File: src/rtl/mem_arb_pkg.sv
// rtl/mem_arb_pkg.sv - shared types and constants for the unified memory arbiter
package mem_arb_pkg;

    typedef enum logic [1:0] {
        IDLE  = 2'd0,
        ISSUE = 2'd1,
        WAIT  = 2'd2
    } arb_state_t;

    typedef enum logic {
        OWN_I = 1'b0,
        OWN_D = 1'b1
    } owner_t;

    localparam logic [3:0] BE_FULL = 4'hF;

endpackage

File: src/rtl/mem_arb_prio.sv
// rtl/mem_arb_prio.sv - data-priority winner selection with fetch starvation guard
//
// Ports:
//   clk, rst          clock, synchronous active-low reset
//   i_req, d_req      fetch / data requests
//   grant_en          arbiter is free to grant this cycle
//   grant_i, grant_d  one-hot winner, zero when grant_en is low
module mem_arb_prio #(
    parameter int MAX_DATA_STREAK = 4
) (
    input  logic clk,
    input  logic rst,
    input  logic i_req,
    input  logic d_req,
    input  logic grant_en,
    output logic grant_i,
    output logic grant_d
);

    localparam logic [3:0] STREAK_MAX = 4'(MAX_DATA_STREAK);

    logic [3:0] streak_q, streak_d;
    logic       fetch_due;

    always_comb begin
        // Fetch has waited through the allowed number of data grants.
        fetch_due = i_req && (streak_q >= STREAK_MAX);
        grant_d   = grant_en && d_req && !fetch_due;
        grant_i   = grant_en && i_req && !grant_d;

        streak_d = streak_q;
        if (grant_i) begin
            streak_d = 4'd0;
        end else if (grant_d) begin
            if (!i_req) begin
                streak_d = 4'd0;
            end else if (streak_q < STREAK_MAX) begin
                streak_d = streak_q + 4'd1;
            end
        end
    end

    always_ff @(posedge clk) begin
        if (!rst) begin
            streak_q <= 4'd0;
        end else begin
            streak_q <= streak_d;
        end
    end

endmodule

File: src/rtl/mem_arbiter.sv
// rtl/mem_arbiter.sv - shares one single-ported memory between fetch and data ports
//
// Ports:
//   clk, rst                       clock, synchronous active-low reset
//   i_req/i_addr/i_gnt/i_rvalid/i_rdata            fetch port
//   d_req/d_we/d_addr/d_wdata/d_be/d_gnt/d_rvalid/d_rdata  data port
//   stall_f, stall_m               pipeline holds until the access completes
//   mem_req_o..mem_be_o, mem_ready_i, mem_rvalid_i, mem_rdata_i  backing RAM
// Optional: define MEM_ARBITER_PERF_EN to add perf_i_stall, perf_d_stall,
//   perf_i_grants, perf_d_grants saturating 32-bit counters.
module mem_arbiter
    import mem_arb_pkg::*;
#(
    parameter int WIDTH           = 32,
    parameter int MAX_DATA_STREAK = 4
) (
    input  logic             clk,
    input  logic             rst,
    input  logic             i_req,
    input  logic [WIDTH-1:0] i_addr,
    output logic             i_gnt,
    output logic             i_rvalid,
    output logic [WIDTH-1:0] i_rdata,
    input  logic             d_req,
    input  logic             d_we,
    input  logic [WIDTH-1:0] d_addr,
    input  logic [WIDTH-1:0] d_wdata,
    input  logic [3:0]       d_be,
    output logic             d_gnt,
    output logic             d_rvalid,
    output logic [WIDTH-1:0] d_rdata,
    output logic             stall_f,
    output logic             stall_m,
    output logic             mem_req_o,
    output logic             mem_we_o,
    output logic [WIDTH-1:0] mem_addr_o,
    output logic [WIDTH-1:0] mem_wdata_o,
    output logic [3:0]       mem_be_o,
    input  logic             mem_ready_i,
    input  logic             mem_rvalid_i,
    input  logic [WIDTH-1:0] mem_rdata_i
`ifdef MEM_ARBITER_PERF_EN
    ,
    output logic [31:0]      perf_i_stall,
    output logic [31:0]      perf_d_stall,
    output logic [31:0]      perf_i_grants,
    output logic [31:0]      perf_d_grants
`endif
);

    arb_state_t       state_q, state_d;
    owner_t           owner_q, owner_d;
    logic [WIDTH-1:0] addr_q, addr_d;
    logic [WIDTH-1:0] wdata_q, wdata_d;
    logic             we_q, we_d;
    logic [3:0]       be_q, be_d;

    logic grant_en, grant_i, grant_d;
    logic issuing;

    // Grants only from IDLE; reset forces every grant low.
    assign grant_en = rst && (state_q == IDLE);

    mem_arb_prio #(
        .MAX_DATA_STREAK(MAX_DATA_STREAK)
    ) u_prio (
        .clk      (clk),
        .rst      (rst),
        .i_req    (i_req),
        .d_req    (d_req),
        .grant_en (grant_en),
        .grant_i  (grant_i),
        .grant_d  (grant_d)
    );

    always_comb begin
        state_d  = state_q;
        owner_d  = owner_q;
        addr_d   = addr_q;
        wdata_d  = wdata_q;
        we_d     = we_q;
        be_d     = be_q;
        i_rvalid = 1'b0;
        d_rvalid = 1'b0;

        case (state_q)
            IDLE: begin
                if (grant_d) begin
                    owner_d = OWN_D;
                    addr_d  = d_addr;
                    wdata_d = d_wdata;
                    we_d    = d_we;
                    be_d    = d_be;
                    state_d = ISSUE;
                end else if (grant_i) begin
                    owner_d = OWN_I;
                    addr_d  = i_addr;
                    wdata_d = '0;
                    we_d    = 1'b0;
                    be_d    = BE_FULL;
                    state_d = ISSUE;
                end
            end
            ISSUE: begin
                if (mem_ready_i) begin
                    state_d = WAIT;
                end
            end
            WAIT: begin
                // Response is only meaningful here; stale pulses elsewhere are dropped.
                if (mem_rvalid_i && rst) begin
                    i_rvalid = (owner_q == OWN_I);
                    d_rvalid = (owner_q == OWN_D);
                    state_d  = IDLE;
                end
            end
            default: begin
                state_d = IDLE;
            end
        endcase
    end

    always_ff @(posedge clk) begin
        if (!rst) begin
            state_q <= IDLE;
            owner_q <= OWN_I;
            addr_q  <= '0;
            wdata_q <= '0;
            we_q    <= 1'b0;
            be_q    <= 4'h0;
        end else begin
            state_q <= state_d;
            owner_q <= owner_d;
            addr_q  <= addr_d;
            wdata_q <= wdata_d;
            we_q    <= we_d;
            be_q    <= be_d;
        end
    end

    assign issuing     = rst && (state_q == ISSUE);
    assign mem_req_o   = issuing;
    assign mem_we_o    = issuing && we_q;
    assign mem_addr_o  = issuing ? addr_q : '0;
    assign mem_wdata_o = issuing ? wdata_q : '0;
    assign mem_be_o    = issuing ? be_q : 4'h0;

    assign i_gnt   = grant_i;
    assign d_gnt   = grant_d;
    assign i_rdata = mem_rdata_i;
    assign d_rdata = mem_rdata_i;
    assign stall_f = rst && i_req && !i_rvalid;
    assign stall_m = rst && d_req && !d_rvalid;

`ifdef MEM_ARBITER_PERF_EN
    always_ff @(posedge clk) begin
        if (!rst) begin
            perf_i_stall  <= '0;
            perf_d_stall  <= '0;
            perf_i_grants <= '0;
            perf_d_grants <= '0;
        end else begin
            if (stall_f && (perf_i_stall != '1)) perf_i_stall <= perf_i_stall + 32'd1;
            if (stall_m && (perf_d_stall != '1)) perf_d_stall <= perf_d_stall + 32'd1;
            if (grant_i && (perf_i_grants != '1)) perf_i_grants <= perf_i_grants + 32'd1;
            if (grant_d && (perf_d_grants != '1)) perf_d_grants <= perf_d_grants + 32'd1;
        end
    end
`endif

    // A granted requester must hold its request until its response arrives.
    a_i_req_held: assert property (@(posedge clk) disable iff (!rst)
        (state_q != IDLE && owner_q == OWN_I) |-> i_req);
    a_d_req_held: assert property (@(posedge clk) disable iff (!rst)
        (state_q != IDLE && owner_q == OWN_D) |-> d_req);

endmodule
File: config.mk
export PLATFORM = sky130hd
export DESIGN_NAME = mem_arbiter
export DESIGN_NICKNAME = d
export VERILOG_FILES = /design/src/rtl/mem_arb_pkg.sv /design/src/rtl/mem_arb_prio.sv /design/src/rtl/mem_arbiter.sv
export SDC_FILE = /design/constraint.sdc
export NUM_CORES = 1
export LEC_CHECK = 0
export CORE_MARGIN = 2
export CORE_UTILIZATION = 34
export DETAILED_ROUTE_END_ITERATION = 10
export HOLD_SLACK_MARGIN = 0.03
export MAX_ROUTING_LAYER = met4
export PLACE_DENSITY = 0.77
export SLEW_MARGIN = 10
export SYNTH_ARGS = -nofsm -noshare
export SYNTH_HDL_FRONTEND = slang
export SYNTH_SLANG_ARGS = --single-unit
File: constraint.sdc
create_clock -name clk -period 1.7 [get_ports clk]
set_input_delay 0.34 -clock clk [delete_from_list [all_inputs] [get_ports clk]]
set_output_delay 0.34 -clock clk [all_outputs]
set_load 0.01 [all_outputs]
==> reports/qor.yml <==
fmax_mhz: 516.8
worstPathCellList: "nor4bb_4 -> nand2_1 -> buf_4 -> and3_4 -> buf_6"
ctsHoldBuffers: 0
drive_above_1_share_pct: 42.96
grt_pass1_vias: 4696
fin_crit_ns: 1.935
io_pins: 279
gr-usage-all-layers_pct: 21.94
startpoint_type: "flip-flop"
rsz0062_at_grt: "true"
start_util_pct: 34.79
crit_start: "state_q[0]"
cts-root-buf: "clkbuf_16"
cts_buffer_depth: 2
status: "complete, but fails checks"
synth_cell_types: 43
drv_slew: 0
worstSkewPairLatency_ns: 0.34
synth_edf_count: 0
syn_avg_cell_area_um2: 8.390
clk_pin_slew_worst_paths_ns: 0.06
num_rows: 42
irDropWorstVdd_uv: 319.5
rrSetupSlack_ns: -0.08
r2r_cells: 5
grt_overflow: 0
r2r-end: "addr_q[28]"
finClkSkew_ns: 0.009781
die_area_um2: 14440
max_cap_violations: 0
ys_ff_latch: 76
vias_per_cell: 5.473
postSynthCellCount: 547
fp.dieW_um: 120.2
crit_end: "i_gnt"
synthTopCellsByCount: "76 x dfxtp_1, 71 x and2_1, 65 x buf_4, 34 x nand3_1"
finalHoldViolations: 0
cp.arrival_ns: 1.60
synth.top_cell.area_share_pct: 33.15
power_density_nw_per_um2: 684.1
yosys.area.top_type: "dfxtp_1"
synth_area_leaders: "dfxtp_1 33%, buf_4 11%, and2_1 9.7%"
path_buf_inv: 2
synth_area_um2: 4589
max_stage_delay_ns: 0.36
critPathTopFamily: "simple AND/OR/NAND/NOR gates"
cp_slowest_cell: "dfxtp_4"
async_flop_share_pct: 0
yosysMostFrequentCell: "dfxtp_1"
postRouteAntennaNets: 0
seq_area_frac_synth_pct: 33.15
grt_max_degree: 47
setup_violations: 89
route.vias.total: 4740
setup_tns_ns: -13.82
cts_tree: "yes"
fp.dieH_um: 120.2
drt_iter0_drc: 193
dp_hpwl_mm: 10.19
cp_max_fo: 3
path_class: "reg -> out"
p_leak_nw: 2.788
violations: "setup timing"
portBuffers: 182
reg2reg_from: "state_q[0]"
nNetsFinal: 824
synth_ff_type: "dfxtp_1"
drtPass1Iterations: 4
clkSinkCount: 76
required_ns: 1.36
synthesis.nets: 687
drc_errors: 0
h-tree-depth: 3
post_drt_wl_per_cell_um: 21.10
yosys_warnings: 0
worst_slack_ns: -0.2351
worst_pin_slew_ns: 0.7617
numCtsBuffers: 9
totalWireLength_mm: 18.27
area_delta_synth_final_pct: 71.73
end_kind: "output pin"
fin_crit_sh_pct: 113.8
path_depth: 5
hold_class: "in -> reg"
hp-start: "rst"
total_power_w: 0.005392
place_congestion: 0.7973
antenna_found_initial: 1
grt_pass1_wl_mm: 24.36
core_um2: 13190
fill_cells: 1070
slew_headroom_pct: 49.22
==> logic make-up (layout without fill, tap and decap cells) <==
family,Yosys count,after routing,share of synthesized area [%]
other,0,1,0
AND/OR/NAND/NOR,195,196,26.66
AO/OA/AOI/OAI,147,147,22.96
flip-flops,76,76,33.15
adder cells (fa/ha/maj),1,1,0.2726
buffers and inverters,128,269,16.96
==> report_power, final <==
part / total [W] / leakage [nW] / switching [W] / internal [W]
clock: 0.00180 / 0.126 / 0.000806 / 0.000995
sequential: 0.00200 / 0.624 / 0.0000849 / 0.00192
combinational: 0.00159 / 2.04 / 0.000732 / 0.000854
total: 0.00539 / 2.79 / 0.00162 / 0.00377
==> cell usage in the layout, fill, tap and decap left out, types with 5 or more instances in the layout <==
| cell | count |
|---|---|
| nand3_1 | 34 |
| a21boi_0 | 31 |
| a21oi_4 | 5 |
| buf_4 | 34 |
| nor4b_1 | 14 |
| buf_2 | 11 |
| nor3_1 | 28 |
| buf_12 | 10 |
| nor4b_2 | 16 |
| a21boi_1 | 5 |
| clkdlybuf4s50_1 | 103 |
| buf_6 | 58 |
| and2_4 | 43 |
| a21oi_1 | 24 |
| a2111oi_4 | 17 |
| a2111oi_2 | 14 |
| nand2_1 | 5 |
| clkdlybuf4s15_2 | 20 |
| dfxtp_1 | 74 |
| o21ai_1 | 28 |
| clkbuf_16 | 16 |
| and2_1 | 28 |
==> registers in the layout, indices dropped and copies added, names as in the netlist <==
name             cells
addr_q              32
wdata_q             32
be_q                 4
u_prio.streak_q      4
state_q              2
owner_q              1
we_q                 1
==> how the worst min path moves through the flow <==
stage	endpoint	slack, ns	depth (start not counted)
detailed placement	wdata_q[28]	0.47	2
CTS	state_q[1]	0.41	3
global placement	wdata_q[23]	0.46	2
global route	state_q[0]	0.46	4
finish	state_q[0]	0.44	4
floorplan	wdata_q[19]	0.45	2
==> what timing repair did <==
item                       CTS  global route
setup buffers                5             8
setup endpoints to repair  139           147
cloned                       3            11
pin swaps                    5            65
gates resized for setup    318           231
==> stage by stage <==
stage	worst slack, ns	hold WS, ns	utilization (%)	std cells	cell area, µm²
finish	-0.2351	0.4397	59.75	866	7881
global route	-0.2740	0.4639	59.75	866	7881
CTS	-0.2325	0.4118	51.38	849	6777
detailed placement	-0.5008	0.4710	48.16	825	6352
global placement	-0.4562	0.4598	48.16	825	6352
floorplan	0.09191	0.4475	-	547	4589
==> final cells by class <==
class | count | area (µm²) | area share, %
Inverter | 1 | 3.754 | 0.04763
Tap cell | 176 | 220.2 | 2.794
Clock inverter | 5 | 37.54 | 0.4763
Antenna cell | 1 | 2.502 | 0.03175
Clock buffer | 11 | 232.7 | 2.953
Sequential cell | 76 | 1526 | 19.37
Multi-Input combinational cell | 344 | 3093 | 39.24
Timing Repair Buffer | 252 | 2765 | 35.08
==> routing by layer <==
metal | track usage [%] | up-vias | routed length, µm
met1 | 27.98 | 2283 | 7751
met5 | - | - | 0
li1 | - | 2193 | -
met3 | 4.953 | 40 | 1255
met4 | 7.868 | 0 | 397
met2 | 34.23 | 224 | 8867
==> worst register-to-register path, cell delays in order, from the launching register on <==
cell and delay [ns]:
dfxtp_4 0.36, buf_6 0.12, or3b_4 0.49, bufbuf_16 0.31
a2111oi_2 0.27, nor4b_1 0.10
Power figures use the tool's default switching activity.
